==> src/rtl/ps2_host_tx_pkg.sv <==
// Shared PS/2 definitions: host transmitter states, command bytes and
// clock-frequency based timing derivation.
package ps2_host_tx_pkg;

  typedef enum logic [2:0] {
    S_IDLE,
    S_INHIBIT,
    S_RTS,
    S_WAIT_FIRST,
    S_SHIFT,
    S_ACK,
    S_WAIT_IDLE,
    S_FAIL
  } state_e;

  localparam logic [7:0] PS2_CMD_RESET    = 8'hFF;
  localparam logic [7:0] PS2_CMD_SET_LEDS = 8'hED;
  localparam logic [7:0] PS2_CMD_ENABLE   = 8'hF4;
  localparam logic [7:0] PS2_CMD_SET_RATE = 8'hF3;
  localparam logic [7:0] PS2_CMD_RESEND   = 8'hFE;
  localparam logic [7:0] PS2_RSP_ACK      = 8'hFA;

  // data bits + parity + stop, each presented after one device falling edge
  localparam int unsigned PS2_FALLS_OUT = 10;

  function automatic int unsigned us_to_cycles(input int unsigned freq_hz,
                                               input int unsigned us);
    return (freq_hz / 1000) * us / 1000;
  endfunction

  function automatic int unsigned ms_to_cycles(input int unsigned freq_hz,
                                               input int unsigned ms);
    return (freq_hz / 1000) * ms;
  endfunction

  function automatic logic odd_parity(input logic [7:0] d);
    return ~^d;
  endfunction

endpackage

==> src/rtl/ps2_host_tx_if.sv <==
// Byte request / completion signals between a command source and ps2_host_tx.
interface ps2_host_tx_if;
  logic [7:0] tx_data;
  logic       tx_valid;
  logic       tx_ready;
  logic       busy;
  logic       done;
  logic       ack_ok;
  logic       error;

  modport master (
    output tx_data, tx_valid,
    input  tx_ready, busy, done, ack_ok, error
  );

  modport slave (
    input  tx_data, tx_valid,
    output tx_ready, busy, done, ack_ok, error
  );
endinterface

==> src/rtl/ps2_host_tx_line_filter.sv <==
// Asynchronous PS/2 line input: 2-FF synchroniser followed by a glitch filter
// that only accepts a new level after C_filter_len consecutive equal samples.
module ps2_host_tx_line_filter #(
  parameter int unsigned C_filter_len = 8
) (
  input  logic clk,
  input  logic reset,
  input  logic line_i,
  output logic level_o,
  output logic fall_o
);
  localparam int unsigned CW = (C_filter_len > 1) ? $clog2(C_filter_len) : 1;

  logic [1:0]    sync_q;
  logic          level_q, level_d;
  logic          fall_q, fall_d;
  logic [CW-1:0] cnt_q, cnt_d;

  always_comb begin
    level_d = level_q;
    cnt_d   = '0;
    fall_d  = 1'b0;
    if (sync_q[1] != level_q) begin
      if (cnt_q == CW'(C_filter_len - 1)) begin
        level_d = sync_q[1];
        fall_d  = ~sync_q[1];
      end else begin
        cnt_d = cnt_q + CW'(1);
      end
    end
  end

  // Idle bus level is high, so reset to 1 to avoid a spurious fall.
  always_ff @(posedge clk) begin
    if (reset) begin
      sync_q  <= '1;
      level_q <= 1'b1;
      fall_q  <= 1'b0;
      cnt_q   <= '0;
    end else begin
      sync_q  <= {sync_q[0], line_i};
      level_q <= level_d;
      fall_q  <= fall_d;
      cnt_q   <= cnt_d;
    end
  end

  assign level_o = level_q;
  assign fall_o  = fall_q;

endmodule

==> src/rtl/ps2_host_tx.sv <==
// PS/2 host-to-device transmitter: inhibit, request-to-send, clock out one
// command byte on device falling edges and report the device ACK.
module ps2_host_tx
  import ps2_host_tx_pkg::*;
#(
  parameter int unsigned C_clk_freq_hz = 40_000_000,
  parameter int unsigned C_inhibit_us  = 100,
  parameter int unsigned C_start_ms    = 15,
  parameter int unsigned C_packet_ms   = 2,
  parameter int unsigned C_filter_len  = 8
) (
  input  logic         clk,
  input  logic         reset,
  ps2_host_tx_if.slave tx,
  input  logic         ps2clk_i,
  input  logic         ps2data_i,
  output logic         ps2clk_oe,
  output logic         ps2data_oe
);
  localparam int unsigned C_inhibit = us_to_cycles(C_clk_freq_hz, C_inhibit_us);
  localparam int unsigned C_start   = ms_to_cycles(C_clk_freq_hz, C_start_ms);
  localparam int unsigned C_packet  = ms_to_cycles(C_clk_freq_hz, C_packet_ms);
  localparam int unsigned C_max_ip  = (C_inhibit > C_packet) ? C_inhibit : C_packet;
  localparam int unsigned C_max     = (C_start > C_max_ip) ? C_start : C_max_ip;
  localparam int unsigned TW        = $clog2(C_max + 1);

  state_e        state_q, state_d;
  logic [TW-1:0] timer_q, timer_d;
  logic [3:0]    bit_cnt_q, bit_cnt_d;
  logic [9:0]    shreg_q, shreg_d;
  logic          clk_oe_q, clk_oe_d;
  logic          data_oe_q, data_oe_d;
  logic          ack_q, ack_d;
  logic          done_q, done_d;
  logic          ack_ok_q, ack_ok_d;
  logic          error_q, error_d;
  logic          ready_q, ready_d;

  logic clk_lvl, clk_fall, data_lvl, data_fall_unused;

  ps2_host_tx_line_filter #(.C_filter_len(C_filter_len)) u_clk_filter (
    .clk    (clk),
    .reset  (reset),
    .line_i (ps2clk_i),
    .level_o(clk_lvl),
    .fall_o (clk_fall)
  );

  ps2_host_tx_line_filter #(.C_filter_len(C_filter_len)) u_data_filter (
    .clk    (clk),
    .reset  (reset),
    .line_i (ps2data_i),
    .level_o(data_lvl),
    .fall_o (data_fall_unused)
  );

  always_comb begin
    state_d   = state_q;
    timer_d   = timer_q;
    bit_cnt_d = bit_cnt_q;
    shreg_d   = shreg_q;
    clk_oe_d  = clk_oe_q;
    data_oe_d = data_oe_q;
    ack_d     = ack_q;
    done_d    = 1'b0;
    ack_ok_d  = 1'b0;
    error_d   = 1'b0;

    unique case (state_q)
      S_IDLE: begin
        clk_oe_d  = 1'b0;
        data_oe_d = 1'b0;
        if (tx.tx_valid && ready_q) begin
          shreg_d   = {1'b1, odd_parity(tx.tx_data), tx.tx_data};
          bit_cnt_d = '0;
          timer_d   = '0;
          clk_oe_d  = 1'b1;
          state_d   = S_INHIBIT;
        end
      end
      S_INHIBIT: begin
        if (timer_q == TW'(C_inhibit - 1)) begin
          timer_d   = '0;
          data_oe_d = 1'b1;
          state_d   = S_RTS;
        end else begin
          timer_d = timer_q + TW'(1);
        end
      end
      S_RTS: begin
        clk_oe_d = 1'b0;
        timer_d  = '0;
        state_d  = S_WAIT_FIRST;
      end
      S_WAIT_FIRST: begin
        if (clk_fall) begin
          data_oe_d = ~shreg_q[0];
          shreg_d   = {1'b0, shreg_q[9:1]};
          bit_cnt_d = bit_cnt_q + 4'd1;
          timer_d   = '0;
          state_d   = S_SHIFT;
        end else if (timer_q == TW'(C_start - 1)) begin
          state_d = S_FAIL;
        end else begin
          timer_d = timer_q + TW'(1);
        end
      end
      S_SHIFT: begin
        if (timer_q == TW'(C_packet - 1)) begin
          state_d = S_FAIL;
        end else begin
          timer_d = timer_q + TW'(1);
          if (clk_fall) begin
            data_oe_d = ~shreg_q[0];
            shreg_d   = {1'b0, shreg_q[9:1]};
            bit_cnt_d = bit_cnt_q + 4'd1;
            if (bit_cnt_q == 4'(PS2_FALLS_OUT - 1)) state_d = S_ACK;
          end
        end
      end
      S_ACK: begin
        data_oe_d = 1'b0;
        if (timer_q == TW'(C_packet - 1)) begin
          state_d = S_FAIL;
        end else begin
          timer_d = timer_q + TW'(1);
          if (clk_fall) begin
            ack_d   = ~data_lvl;
            state_d = S_WAIT_IDLE;
          end
        end
      end
      S_WAIT_IDLE: begin
        if (timer_q == TW'(C_packet - 1)) begin
          state_d = S_FAIL;
        end else begin
          timer_d = timer_q + TW'(1);
          if (clk_lvl && data_lvl) begin
            done_d   = 1'b1;
            ack_ok_d = ack_q;
            error_d  = ~ack_q;
            state_d  = S_IDLE;
          end
        end
      end
      S_FAIL: begin
        clk_oe_d  = 1'b0;
        data_oe_d = 1'b0;
        done_d    = 1'b1;
        error_d   = 1'b1;
        state_d   = S_IDLE;
      end
      default: state_d = S_IDLE;
    endcase

    ready_d = (state_d == S_IDLE);
  end

  always_ff @(posedge clk) begin
    if (reset) begin
      state_q   <= S_IDLE;
      timer_q   <= '0;
      bit_cnt_q <= '0;
      shreg_q   <= '0;
      clk_oe_q  <= 1'b0;
      data_oe_q <= 1'b0;
      ack_q     <= 1'b0;
      done_q    <= 1'b0;
      ack_ok_q  <= 1'b0;
      error_q   <= 1'b0;
      ready_q   <= 1'b0;
    end else begin
      state_q   <= state_d;
      timer_q   <= timer_d;
      bit_cnt_q <= bit_cnt_d;
      shreg_q   <= shreg_d;
      clk_oe_q  <= clk_oe_d;
      data_oe_q <= data_oe_d;
      ack_q     <= ack_d;
      done_q    <= done_d;
      ack_ok_q  <= ack_ok_d;
      error_q   <= error_d;
      ready_q   <= ready_d;
    end
  end

  assign ps2clk_oe   = clk_oe_q;
  assign ps2data_oe  = data_oe_q;
  assign tx.tx_ready = ready_q;
  assign tx.busy     = (state_q != S_IDLE);
  assign tx.done     = done_q;
  assign tx.ack_ok   = ack_ok_q;
  assign tx.error    = error_q;

endmodule
==> src/flat_wrapper.sv <==
// flat-port wrapper written by rule: the top's interface ports become plain ports
module ps2_host_tx_flat import ps2_host_tx_pkg::*;
#(
  parameter int unsigned C_clk_freq_hz = 40_000_000,
  parameter int unsigned C_inhibit_us  = 100,
  parameter int unsigned C_start_ms    = 15,
  parameter int unsigned C_packet_ms   = 2,
  parameter int unsigned C_filter_len  = 8
)
  (clk, reset, ps2clk_i, ps2data_i, ps2clk_oe, ps2data_oe, tx_tx_data, tx_tx_valid, tx_tx_ready, tx_busy, tx_done, tx_ack_ok, tx_error);
  ps2_host_tx_if tx_i ();
  input  logic clk;
  input  logic reset;
  input  logic ps2clk_i;
  input  logic ps2data_i;
  output logic ps2clk_oe;
  output logic ps2data_oe;
  input wire logic [$bits(tx_i.tx_data)-1:0] tx_tx_data;
  input wire logic [$bits(tx_i.tx_valid)-1:0] tx_tx_valid;
  output wire logic [$bits(tx_i.tx_ready)-1:0] tx_tx_ready;
  output wire logic [$bits(tx_i.busy)-1:0] tx_busy;
  output wire logic [$bits(tx_i.done)-1:0] tx_done;
  output wire logic [$bits(tx_i.ack_ok)-1:0] tx_ack_ok;
  output wire logic [$bits(tx_i.error)-1:0] tx_error;
  assign tx_i.tx_data = tx_tx_data;
  assign tx_i.tx_valid = tx_tx_valid;
  assign tx_tx_ready = tx_i.tx_ready;
  assign tx_busy = tx_i.busy;
  assign tx_done = tx_i.done;
  assign tx_ack_ok = tx_i.ack_ok;
  assign tx_error = tx_i.error;
  ps2_host_tx #(.C_clk_freq_hz(C_clk_freq_hz), .C_inhibit_us(C_inhibit_us), .C_start_ms(C_start_ms), .C_packet_ms(C_packet_ms), .C_filter_len(C_filter_len)) u_core (.clk(clk), .reset(reset), .tx(tx_i), .ps2clk_i(ps2clk_i), .ps2data_i(ps2data_i), .ps2clk_oe(ps2clk_oe), .ps2data_oe(ps2data_oe));
endmodule
==> config.mk <==
export PLATFORM = sky130hd
export DESIGN_NAME = ps2_host_tx_flat
export DESIGN_NICKNAME = d
export VERILOG_FILES = /design/src/rtl/ps2_host_tx_pkg.sv /design/src/rtl/ps2_host_tx_if.sv /design/src/rtl/ps2_host_tx_line_filter.sv /design/src/rtl/ps2_host_tx.sv /design/src/flat_wrapper.sv
export SDC_FILE = /design/constraint.sdc
export NUM_CORES = 1
export LEC_CHECK = 0
export ABC_CLOCK_PERIOD_IN_PS = 3550
export CELL_PAD_IN_SITES_DETAIL_PLACEMENT = 2
export CELL_PAD_IN_SITES_GLOBAL_PLACEMENT = 2
export CORE_MARGIN = 1.5
export CORE_UTILIZATION = 38
export DETAILED_ROUTE_END_ITERATION = 10
export PLACE_DENSITY = 0.93
export SYNTH_ARGS = -nofsm -noshare
export SYNTH_HDL_FRONTEND = slang
export SYNTH_SLANG_ARGS = --single-unit
export TNS_END_PERCENT = 1
==> constraint.sdc <==
create_clock -name clk -period 3.55 [get_ports clk]
set_clock_uncertainty 0.05 [all_clocks]
set_input_delay 0.71 -clock clk [delete_from_list [all_inputs] [get_ports clk]]
set_output_delay 0.71 -clock clk [all_outputs]
set_load 0.01 [all_outputs]
* Word-level counts from Yosys, hierarchy flattened
Cells that the tools add are included.
Storage, ports and cells: register bits 57, input port bits 13, output and inout port bits 7, word-level logic and storage cells 113
Cells by class: add/subtract/negate cells 4, equal/unequal tests 20, multiplexer cells 38, bitwise gates (word level) 10, reductions and logical operators 23
Operators by type and width (count):
- $mux W20 | 5
- $pmux W20 S5 | 1
- $mux W3 | 11
- $mux W10 | 3
- $pmux W10 S3 | 1
- $pmux W3 S8 | 1
- $add A20 B1 Y20 const B | 1
- $eq A20 B12 Y1 const B | 1
- $eq A20 B17 Y1 const B | 1
- $eq A20 B20 Y1 const B | 1
- $eq A3 B3 Y1 const B | 6
- $reduce_or A3 Y1 | 5
- $mux W4 | 3
- $pmux W4 S3 | 1
- $not A1 Y1 | 10
- $reduce_and A3 Y1 | 3
- $mux W1 | 8
- $reduce_xnor A8 Y1 | 1
- $add A3 B1 Y3 const B | 2
- $eq A3 B2 Y1 const B | 2
- $logic_not A3 Y1 | 2
- $pmux W1 S2 | 3
- $reduce_bool A3 Y1 | 2
- $reduce_bool A5 Y1 | 1
- 15 further kinds | 20

* Depth between registers and ports, before layout
Gate-level depths: netlist of run 1.
depth in word-level cells 6, mapped depth 9, depth with buffers taken out 7

* By module
A second synthesis of run 1 with hierarchy kept.
Second synthesis, totals: cell total of the unflattened synthesis 337, area total of the unflattened synthesis 3000.4 um^2
By module, submodules not included:
- ps2_host_tx | instances 1, cells each 301, area an instance 2522.4 um^2, seq. area each 880.8 um^2
- ps2_host_tx_line_filter | instances 2, cells each 18, area an instance 239.0 um^2, seq. area each 140.1 um^2

* Least setup slack after synthesis of run 1
No wires, ideal clock.
path kind input to register, from input port tx_tx_valid, to register u_core.timer_q[1], setup time 118 ps, arrival 2152 ps, required time 3382 ps, slack 1230 ps, stages on the path 7, path buffers 2, cell sequence a2111oi_0 > a21o_1 > o22a_2 > buf_6 > buf_12 > mux2i_1 > nor2_2
On the way: word-level cells in the longest chain between the ends 3
Ends and longest elaborated chain:
- start: declaration | RTL line flat_wrapper.sv:19 | input wire logic [$bits(tx_i.tx_valid)-1:0] tx_tx_valid;
- $logic_and A1 B1 Y1 | RTL line ps2_host_tx.sv:73 | if (tx.tx_valid && ready_q) begin
- $ne A2 B1 Y1 (no source line)
- $reduce_and A4 Y1 (no source line)
- end signal: assignment | RTL line ps2_host_tx.sv:174 | timer_q <= timer_d;
- end: declaration | RTL line ps2_host_tx.sv:28 | logic [TW-1:0] timer_q, timer_d;
Every way passes these cells. A chain may end at the register's enable or synchronous reset.

* Worst setup path in the final report of run 1
from register u_core.state_q[1], to register u_core.timer_q[2]
On the way: word-level cells in the longest chain between the ends 4, elaborated cells on any way between the ends 14, classes of those cells 9 x eq/ne; 1 x mux; 4 x reduce/logical
Ends and longest elaborated chain:
- start: declaration | RTL line ps2_host_tx.sv:27 | state_e state_q, state_d;
- start signal: assignment | RTL line ps2_host_tx.sv:173 | state_q <= state_d;
- $eq A3 B3 Y1 | RTL line ps2_host_tx.sv:69 | unique case (state_q)
- $reduce_or A3 Y1 (no source line)
- $reduce_bool A5 Y1 (no source line) or $ne A2 B2 Y1 (tied branches)
- $reduce_and A4 Y1 (no source line)
Several ways; a longest one is shown, not always the timed one.

==> results of run 1 <==
-- cell type report --
cell class / count / share of cell area, %
repair buffers: 23 / 6.65
multi-input cells: 261 / 49.4
flip-flops and latches: 57 / 34.5
well taps: 99 / 3.74
clock inverters: 6 / 1.06
clock buffers: 10 / 3.85
inverters: 7 / 0.794
-- synthesized netlist by cell type (3+ instances only) --
library cell  number
dfxtp_1           57
nor2_1            37
nand2_1           27
a21oi_1           18
or3_1             17
mux2i_1           14
nand3_1           12
xnor2_1           12
clkbuf_1          10
nand4_1           10
a211oi_1           9
and2_1             8
o21ai_0            8
o21ai_1            8
ha_1               7
nor2b_1            7
nor3_1             7
a21oi_2            6
inv_1              6
or2_2              6
nor4_1             5
a21o_1             3
and3_1             3
buf_2              3
nand2b_1           3
o211ai_1           3
o21a_1             3
-- per-layer routing --
layer  up-vias  GRT usage [%]
met3        28           5.67
met2        64           43.8
met5         -              0
met1      1329           27.2
li1       1260              -
met4         0           14.6
-- path summary, 6_finish.rpt --
| path | endpoint | cells past startpoint |
|---|---|---|
| worst min register to register | u_core.u_clk_filter.sync_q[1] | 1 |
| worst max register to register | u_core.timer_q[2] | 6 |
| worst min-delay path | u_core.u_clk_filter.sync_q[1] | 1 |
| worst max-delay path | u_core.timer_q[2] | 6 |
-- state kept, by name, summed over array words and instances, names as in the netlist, 2 cells and up --
register / count
u_core.timer_q: 20
u_core.shreg_q: 10
u_core.bit_cnt_q: 4
u_core.state_q: 3
u_core.u_clk_filter.cnt_q: 3
u_core.u_data_filter.cnt_q: 3
u_core.u_clk_filter.sync_q: 2
u_core.u_data_filter.sync_q: 2
-- power by group through the flow --
| stage | logic [mW] | registers, mW | clock network [mW] |
|---|---|---|---|
| after floorplan | 0.125 | 0.686 | 0 |
| after global placement | 0.158 | 0.690 | 0 |
| after detailed placement | 0.169 | 0.693 | 0 |
| after CTS | 0.174 | 0.679 | 0.547 |
| after global routing | 0.188 | 0.681 | 0.573 |
| final | 0.172 | 0.679 | 0.533 |
-- cells by family (layout without fill, tap and decap cells) --
| logic type | count (synthesis) | in the layout |
|---|---|---|
| muxes | 14 | 14 |
| DFF | 57 | 57 |
| AOI/OAI and AO/OA | 73 | 73 |
| and+or+nand+nor | 154 | 154 |
| buffers and inverters | 23 | 46 |
| xor gates and xnor gates | 13 | 13 |
| adders and majority gates | 7 | 7 |
==> results.md, run 1 <==
* Reg2Reg Launch Point: u_core.state_q[1]
* Vias at 2,681
* Multi-input logic area at 0.00164 mm2
* Via density per instance at 5.79
* Vias in the first global route at 2,987
* DRC errors left at 0
* Crit path buf inv count at 0
* Final hold viol count at 0
* Synth cell types at 52
* Crit path launch: u_core.state_q[1]
* TritonCTS Buffers at 9
* Clk Latency, worst-skew pair at 0.35 ns
* Total clock sinks at 57
* Seq pwr share at 49.1%
* Initial Util at 39.7%
* Met2 Routed Length at 4880 um
* Switch Pwr at 0.405 mW
* Highest Signal Layer: met4
* Critical path arrival at 3.09 ns
* Core area at 0.00729 mm2
* # diodes at 0
* Worst path cell trace: nand2_1 -> or2_2 -> nor4_1 -> o22a_2 -> o21ai_1 -> a21oi_1
* Status: complete, no violations
* DR pass1 iterations at 4
* Worst-path clk slew at 0.07 ns
* CP required at 3.76 ns
* Synth Area in Simple Gates at 28.1%
* CTS Hold Bufs at 0
* Sequential area share after synthesis at 39.5%
* First-pass GRT wire length at 15,600 um
* Largest family of logic cells by synthesized area: simple AND/OR/NAND/NOR gates
* Post-Synth Adder-Cell Area at 3.03%
* Syn-to-layout area delta at 14.5%
* Yosys reg bits at 57
* Worst setup margin at 0.677 ns
* Crit Path Max Fanout at 29
* Ranking of synthesized cells by area: dfxtp_1 39%, mux2i_1 4.8%, nor2_1 4.8%
* Worst R2R Setup Slack at 0.68 ns
* Dpl ws at 0.672 ns
* Die X at 90.2 um
* Delay-heaviest family, CP: compound AO/OA/AOI/OAI gates
* Placed Area at 0.00315 mm2
* Setup TNS at 0 ns
* Slew Viols, Final at 0
* Cell taking the most area after synthesis: dfxtp_1
* Clock Path Buffers at 2
* Met3 WL at 281 um
* EDFF count, synth at 0
* Complex-gate fraction of the synthesized area at 16.7%
* Synthesized instance count at 341
* CP max stage cell: dfxtp_1
* Critical path launch point type: flip-flop
* Synth warn at 0
* Syn_nets at 361
* Sw Ratio at 29.3%
* IO Pins at 20
* Critical path class: reg2reg
* # rows at 31
* Ys async rst share at 0%
* GR Util All Layers at 24.9%
* Met1 WL at 3950 um
* Final core utilization at 45.4%
* Detailed Place HPWL at 6180 um
* Critical Path End Type: flip-flop
* Max-cap viol count at 0
* Pleak at 1.22 nW
* XOR/XNOR Fraction of Synth Area at 3.94%
* Fin area at 0.00331 mm2
* Die ar. at 0.00814 mm2
* Routed length per placed instance at 20.5 um
* Worst relative slew slack at 32.3%
* # fillers at 822
* GP Congestion at 0.775
* Mapped cell area at 0.00289 mm2
* NumNets Final at 379
* Grt ovf at 0
* Max Fclk at 348 MHz
* Total power draw at 1.38 mW
* Postcts setup bufs at 0
* Final min period at 2.87 ns
* Peak VDD IR at 0.000216 V
* H-tree depth at 3
* Power density of the placed cells at 418 mW/mm2
* CTS tree: done
* Post-synth top flop: dfxtp_1
* Mux share of post-synthesis cell area at 4.85%
* Buffers on Ports at 19
* Internal at 0.978 mW
* Largest net degree at the start of global routing at 31
* Antenna viol nets, final at 0
* DRT Wirelength at 9480 um
* Initial antenna violation count at 0
* Share of cells above drive strength 1 at 10.7%
* Top cell type's share of synthesized area at 39.5%
* Register Area at 0.00114 mm2
* Worst min path class: reg2reg
* Slew @ Worst Pin at 1.01 ns
* Hold slack at 0.402 ns
* Die Ht at 90.2 um
* RSZ-0062 raised after global routing: false
* Hold Crit Start: u_core.u_clk_filter.sync_q[0]
* Clock Power Share at 38.5%
* # resized after CTS at 0
* Combinational share of power at 12.4%
* Most frequent cells in the layout: 57 x dfxtp_1, 37 x nor2_1, 27 x nand2_1, 19 x clkdlybuf4s50_1, 18 x a21oi_1
* Non-Filler Instances at 463
* Final period util at 80.9%
* CP max stage delay at 0.72 ns
* Drt first-iter violations at 136
* Post-Place Cells at 447
* Mean Syn Cell Area at 8.48 um2
* CTS root buf: clkbuf_8
* Most common cell after layout, fill and taps aside: dfxtp_1
* Endpoints failing setup at 0
Note: power is estimated with default switching activity, not from simulation.
==> inputs of run 2 (changes only) <==
- ABC_CLOCK_PERIOD_IN_PS: 3550 -> 3000
- CORE_UTILIZATION: 38 -> 36
- PLACE_DENSITY: 0.93 -> 0.89
- clock period: 3.55 -> 3 ns (I/O delays scaled with it)
==> results.md, run 2 (same netlist as run 1, synthesis figures left out) <==
* Largest register FFs at 20
* Worst-path clk slew at 0.07 ns
* Pleak at 1.26 nW
* Setup TNS at 0 ns
* Syn-to-layout area delta at 17.0%
* H-tree depth at 3
* Multi-input logic area at 0.00164 mm2
* Antenna viol nets, final at 0
* GP Congestion at 0.877
* Most frequent cells in the layout: 57 x dfxtp_1, 37 x nor2_1, 27 x nand2_1, 19 x clkdlybuf4s50_1, 18 x a21oi_1
* Max-cap viol count at 0
* TritonCTS Buffers at 9
* Crit Path Max Fanout at 18
* CP required at 3.22 ns
* Peak VDD IR at 0.000222 V
* Met2 Routed Length at 4930 um
* # rows at 32
* Postcts setup bufs at 0
* Status: complete, no violations
* DRT Wirelength at 9310 um
* First-pass GRT wire length at 15,300 um
* Final hold viol count at 0
* Reg2Reg Launch Point: u_core.timer_q[0]
* Worst-case reg-to-reg path depth at 8
* Worst relative slew slack at 33.8%
* Worst path cell trace: ha_1 -> nand3_1 -> or4_4 -> nor2_4 -> o22a_2 -> buf_4 -> o21ai_0 -> a21oi_1
* CP max stage cell: or4_4
* Initial Util at 37.2%
* # fillers at 868
* Buffers on Ports at 19
* Critical Path End Type: flip-flop
* Drt first-iter violations at 84
* Clock Path Buffers at 2
* Hold Crit Start: u_core.u_data_filter.sync_q[0]
* Met1 WL at 3990 um
* Hold endpoint: u_core.u_data_filter.sync_q[1]
* Largest net degree at the start of global routing at 25
* CTS Hold Bufs at 0
* Via density per instance at 5.75
* CTS tree: done
* Final core utilization at 43.6%
* CP max stage delay at 0.60 ns
* Routed length per placed instance at 19.8 um
* Die Ht at 92.6 um
* Core area at 0.00777 mm2
* Final min period at 2.55 ns
* Worst R2R Setup Slack at 0.45 ns
* Clk Latency, worst-skew pair at 0.34 ns
* GR Util All Layers at 23.0%
* Detailed Place HPWL at 6280 um
* NumNets Final at 384
* Vias in the first global route at 2,913
* Biggest register: u_core.timer_q
* DR pass1 iterations at 4
* Vias at 2,702
* Final period util at 84.8%
* Most common cell after layout, fill and taps aside: dfxtp_1
* Power density of the placed cells at 516 mW/mm2
* Die ar. at 0.00858 mm2
* Share of cells above drive strength 1 at 11.7%
* Reg-to-Reg End: u_core.timer_q[7]
* IO Pins at 20
* Die X at 92.6 um
* Critical path arrival at 2.77 ns
* Slew Viols, Final at 0
* # diodes at 0
* RSZ-0062 raised after global routing: false
* Hold Path Depth at 1
* Critical path class: reg2reg
* Worst min path class: reg2reg
* Met3 WL at 252 um
* # resized after CTS at 0
* Critical path launch point type: flip-flop
* Highest Signal Layer: met4
* Grt ovf at 0
* Endpoints failing setup at 0
* Slew @ Worst Pin at 0.993 ns
* Total clock sinks at 57
* CTS root buf: clkbuf_8
* DRC errors left at 0
* Register Area at 0.00114 mm2
* Max Fclk at 393 MHz
* Initial antenna violation count at 0
* Biggest regs: u_core.timer_q: 20 flops, u_core.shreg_q: 10 flops, u_core.bit_cnt_q: 4 flops
==> run 2: cell count changes in the layout (fill, tap and decap cells not counted), sizes merged <==
cell,previous run,this run
clkinvlp,2,0
clkinv,5,3
bufinv,0,1
clkbuf,10,12
buf,4,9
==> run 2: routing by layer <==
metal	GRT usage (%)	vias to the layer above
met5	0	-
met4	5.81	0
met3	5.09	16
met2	41.5	50
met1	27.3	1372
li1	-	1264
==> run 2: layout make-up <==
class / count / share of cell area [%]
Inverter: 7 / 0.776
Sequential cell: 57 / 33.7
Multi-Input combinational cell: 261 / 48.4
Clock inverter: 3 / 1.18
Timing Repair Buffer: 28 / 7.62
Clock buffer: 12 / 4.58
Tap cell: 102 / 3.77
==> run 2: worst max-delay path: cells and delay by family (launching register included) <==
kind                     cells  cell delay (ns)
AO/OA/AOI/OAI                3             0.58
adder cells (fa/ha/maj)      1             0.25
flip-flops                   1             0.40
buffers and inverters        1             0.26
AND/OR/NAND/NOR              3             0.94
==> run 2: worst max path at each step <==
| stage | startpoint | endpoint | slack, ns | cells after the start |
|---|---|---|---|---|
| after detailed placement | tx_tx_valid | u_core.timer_q[17] | 0.28 | 8 |
| final | u_core.timer_q[0] | u_core.timer_q[7] | 0.45 | 8 |
| after global placement | tx_tx_valid | u_core.timer_q[18] | 0.35 | 8 |
| after floorplan | tx_tx_valid | u_core.timer_q[1] | 0.79 | 7 |
| after CTS | u_core.timer_q[0] | u_core.timer_q[7] | 0.44 | 8 |
| after global routing | u_core.timer_q[0] | u_core.timer_q[18] | 0.28 | 8 |
==> run 2: report_power, final <==
group	switching (mW)	internal (mW)
registers	0.0214	0.782
clock network	0.311	0.422
logic	0.122	0.0881
total	0.455	1.29
==> run 2: through the flow <==
step / hold slack, ns / setup slack (ns) / std cells / total power [mW] / instance area (um2)
6_report: 0.374 / 0.455 / 470 / 1.75 / 3380
5_1_grt: 0.391 / 0.285 / 470 / 1.81 / 3380
3_3_place_gp: 0.342 / 0.350 / 455 / 1.01 / 3190
4_1_cts: 0.378 / 0.442 / 470 / 1.76 / 3380
2_1_floorplan: 0.339 / 0.790 / 341 / 0.961 / 2890
3_5_place_dp: 0.360 / 0.275 / 455 / 1.03 / 3190
==> inputs of run 3 (changes only) <==
- ABC_CLOCK_PERIOD_IN_PS: 3000 -> 2500
- clock period: 3 -> 2.5 ns (I/O delays scaled with it)
==> results.md, run 3 (same netlist as run 1, synthesis figures left out) <==
* Status: complete, no violations
* Via density per instance at 5.70
* Die X at 92.6 um
* Routed length per placed instance at 19.4 um
* Antenna viol nets, final at 0
* Die Ht at 92.6 um
* DRT Wirelength at 9250 um
* Slew Viols, Final at 0
* Slew @ Worst Pin at 0.656 ns
* Largest register FFs at 20
* Power density of the placed cells at 614 mW/mm2
* GP Congestion at 0.851
* Biggest register: u_core.timer_q
* Total power draw at 2.14 mW
* IO Pins at 20
* Worst R2R Setup Slack at 0.14 ns
* Biggest regs: u_core.timer_q: 20 flops, u_core.shreg_q: 10 flops, u_core.bit_cnt_q: 4 flops
* Vias in the first global route at 2,981
* Total clock sinks at 57
* Setup TNS at 0 ns
* Hold slack at 0.367 ns
* Fin area at 0.00348 mm2
* # rows at 32
* CTS root buf: clkbuf_8
* Reg2Reg Launch Point: u_core.timer_q[7]
* CP required at 1.95 ns
* Die ar. at 0.00858 mm2
* Initial antenna violation count at 0
* Final period util at 97.8%
* H-tree depth at 3
* Most frequent cells in the layout: 57 x dfxtp_1, 37 x nor2_1, 27 x nand2_1, 19 x clkdlybuf4s50_1, 18 x a21oi_1
* Hold endpoint: u_core.u_clk_filter.sync_q[1]
* Hold Path Depth at 1
* Worst relative slew slack at 56.3%
* NumNets Final at 391
* Detailed Place HPWL at 6760 um
* Final min period at 2.44 ns
* Clock Path Buffers at 2
* Critical Path End Type: primary output
* Pleak at 1.31 nW
* Critical path arrival at 1.89 ns
* CTS tree: done
* Grt ovf at 0
* TritonCTS Buffers at 9
* First-pass GRT wire length at 15,100 um
* Worst-path clk slew at 0.07 ns
* Most common cell after layout, fill and taps aside: dfxtp_1
* Max Fclk at 409 MHz
* Core area at 0.00777 mm2
* Critical path class: reg2out
* Worst-case reg-to-reg path depth at 6
* RSZ-0062 raised after global routing: false
* Non-Filler Instances at 477
* Crit Path Max Fanout at 8
* DRC errors left at 0
* Reg-to-Reg End: u_core.state_q[1]
* # diodes at 0
* Buffers on Ports at 19
* Critical path launch point type: flip-flop
* Max-cap viol count at 0
* Endpoints failing setup at 0
* Share of cells above drive strength 1 at 13.9%
* Vias at 2,721
* Final hold viol count at 0
* DR pass1 iterations at 4
* Peak VDD IR at 0.000313 V
* Worst min path class: reg2reg
* Drt first-iter violations at 51
* Initial Util at 37.2%
* Placed Area at 0.00327 mm2
* Syn-to-layout area delta at 20.3%
* GR Util All Layers at 22.8%
* Post-Place Cells at 462
* Hold Crit Start: u_core.u_clk_filter.sync_q[0]
* Largest net degree at the start of global routing at 19
* Clk Latency, worst-skew pair at 0.34 ns
==> run 3: changes by cell type in the layout (fill, tap and decap cells not counted) <==
| cell | before | now |
|---|---|---|
| nor4_2 | 0 | 1 |
| buf_12 | 0 | 2 |
| ha_1 | 7 | 6 |
| o22a_4 | 0 | 1 |
| buf_4 | 9 | 14 |
| ha_2 | 0 | 1 |
| o22a_2 | 1 | 0 |
| nor4_1 | 5 | 4 |
==> run 3: how the worst max path moves through the flow <==
stage / end / slack, ns / startpoint / cells after the start
finish: tx_busy / 0.06 / u_core.state_q[1] / 3
global route: tx_busy / 0.003 / u_core.state_q[1] / 3
CTS: tx_busy / 0.04 / u_core.state_q[1] / 3
detailed placement: u_core.timer_q[16] / -0.07 / tx_tx_valid / 8
global placement: u_core.timer_q[16] / 0.03 / tx_tx_valid / 8
floorplan: u_core.timer_q[1] / 0.30 / u_core.timer_q[7] / 8
==> run 3: layout make-up <==
cell class                      count  area (um2)
Sequential cell                    57        1140
Inverter                            7        26.3
Fill cell                         869        4290
Multi-Input combinational cell    261        1650
Clock inverter                      3        40.0
Clock buffer                       12         155
Tap cell                          102         128
Timing Repair Buffer               35         335
==> run 3: where the power goes <==
group	switching, mW	internal [mW]	leakage [nW]
clock	0.377	0.506	0.102
sequential	0.0233	0.938	0.463
combinational	0.155	0.137	0.742
==> run 3: worst max-delay path, stage by stage, from the launching register on <==
cell and delay (ns):
dfxtp_1 0.40, buf_4 0.21, or3_1 0.42, clkdlybuf4s50_1 0.52
==> run 3: stage by stage <==
step           utilization [%]  worst slack (ns)
2_1_floorplan                -             0.301
3_3_place_gp              42.1            0.0252
5_1_grt                   44.8           0.00266
4_1_cts                   44.6            0.0439
6_report                  44.8            0.0558
3_5_place_dp              42.1           -0.0708
==> run 3: layer usage <==
metal	GRT usage, %	wire length (um)
met5	0	0
met1	25.3	3860
met3	5.58	246
met4	7.70	174
met2	42.1	4970
==> run 3: repair_timing <==
| action | in CTS | in global routing |
|---|---|---|
| hold buffers | 0 | 0 |
| setup buffers | 0 | 0 |
| resized for setup | 0 | 3 |
| endpoints found under the setup margin | 0 | 11 |
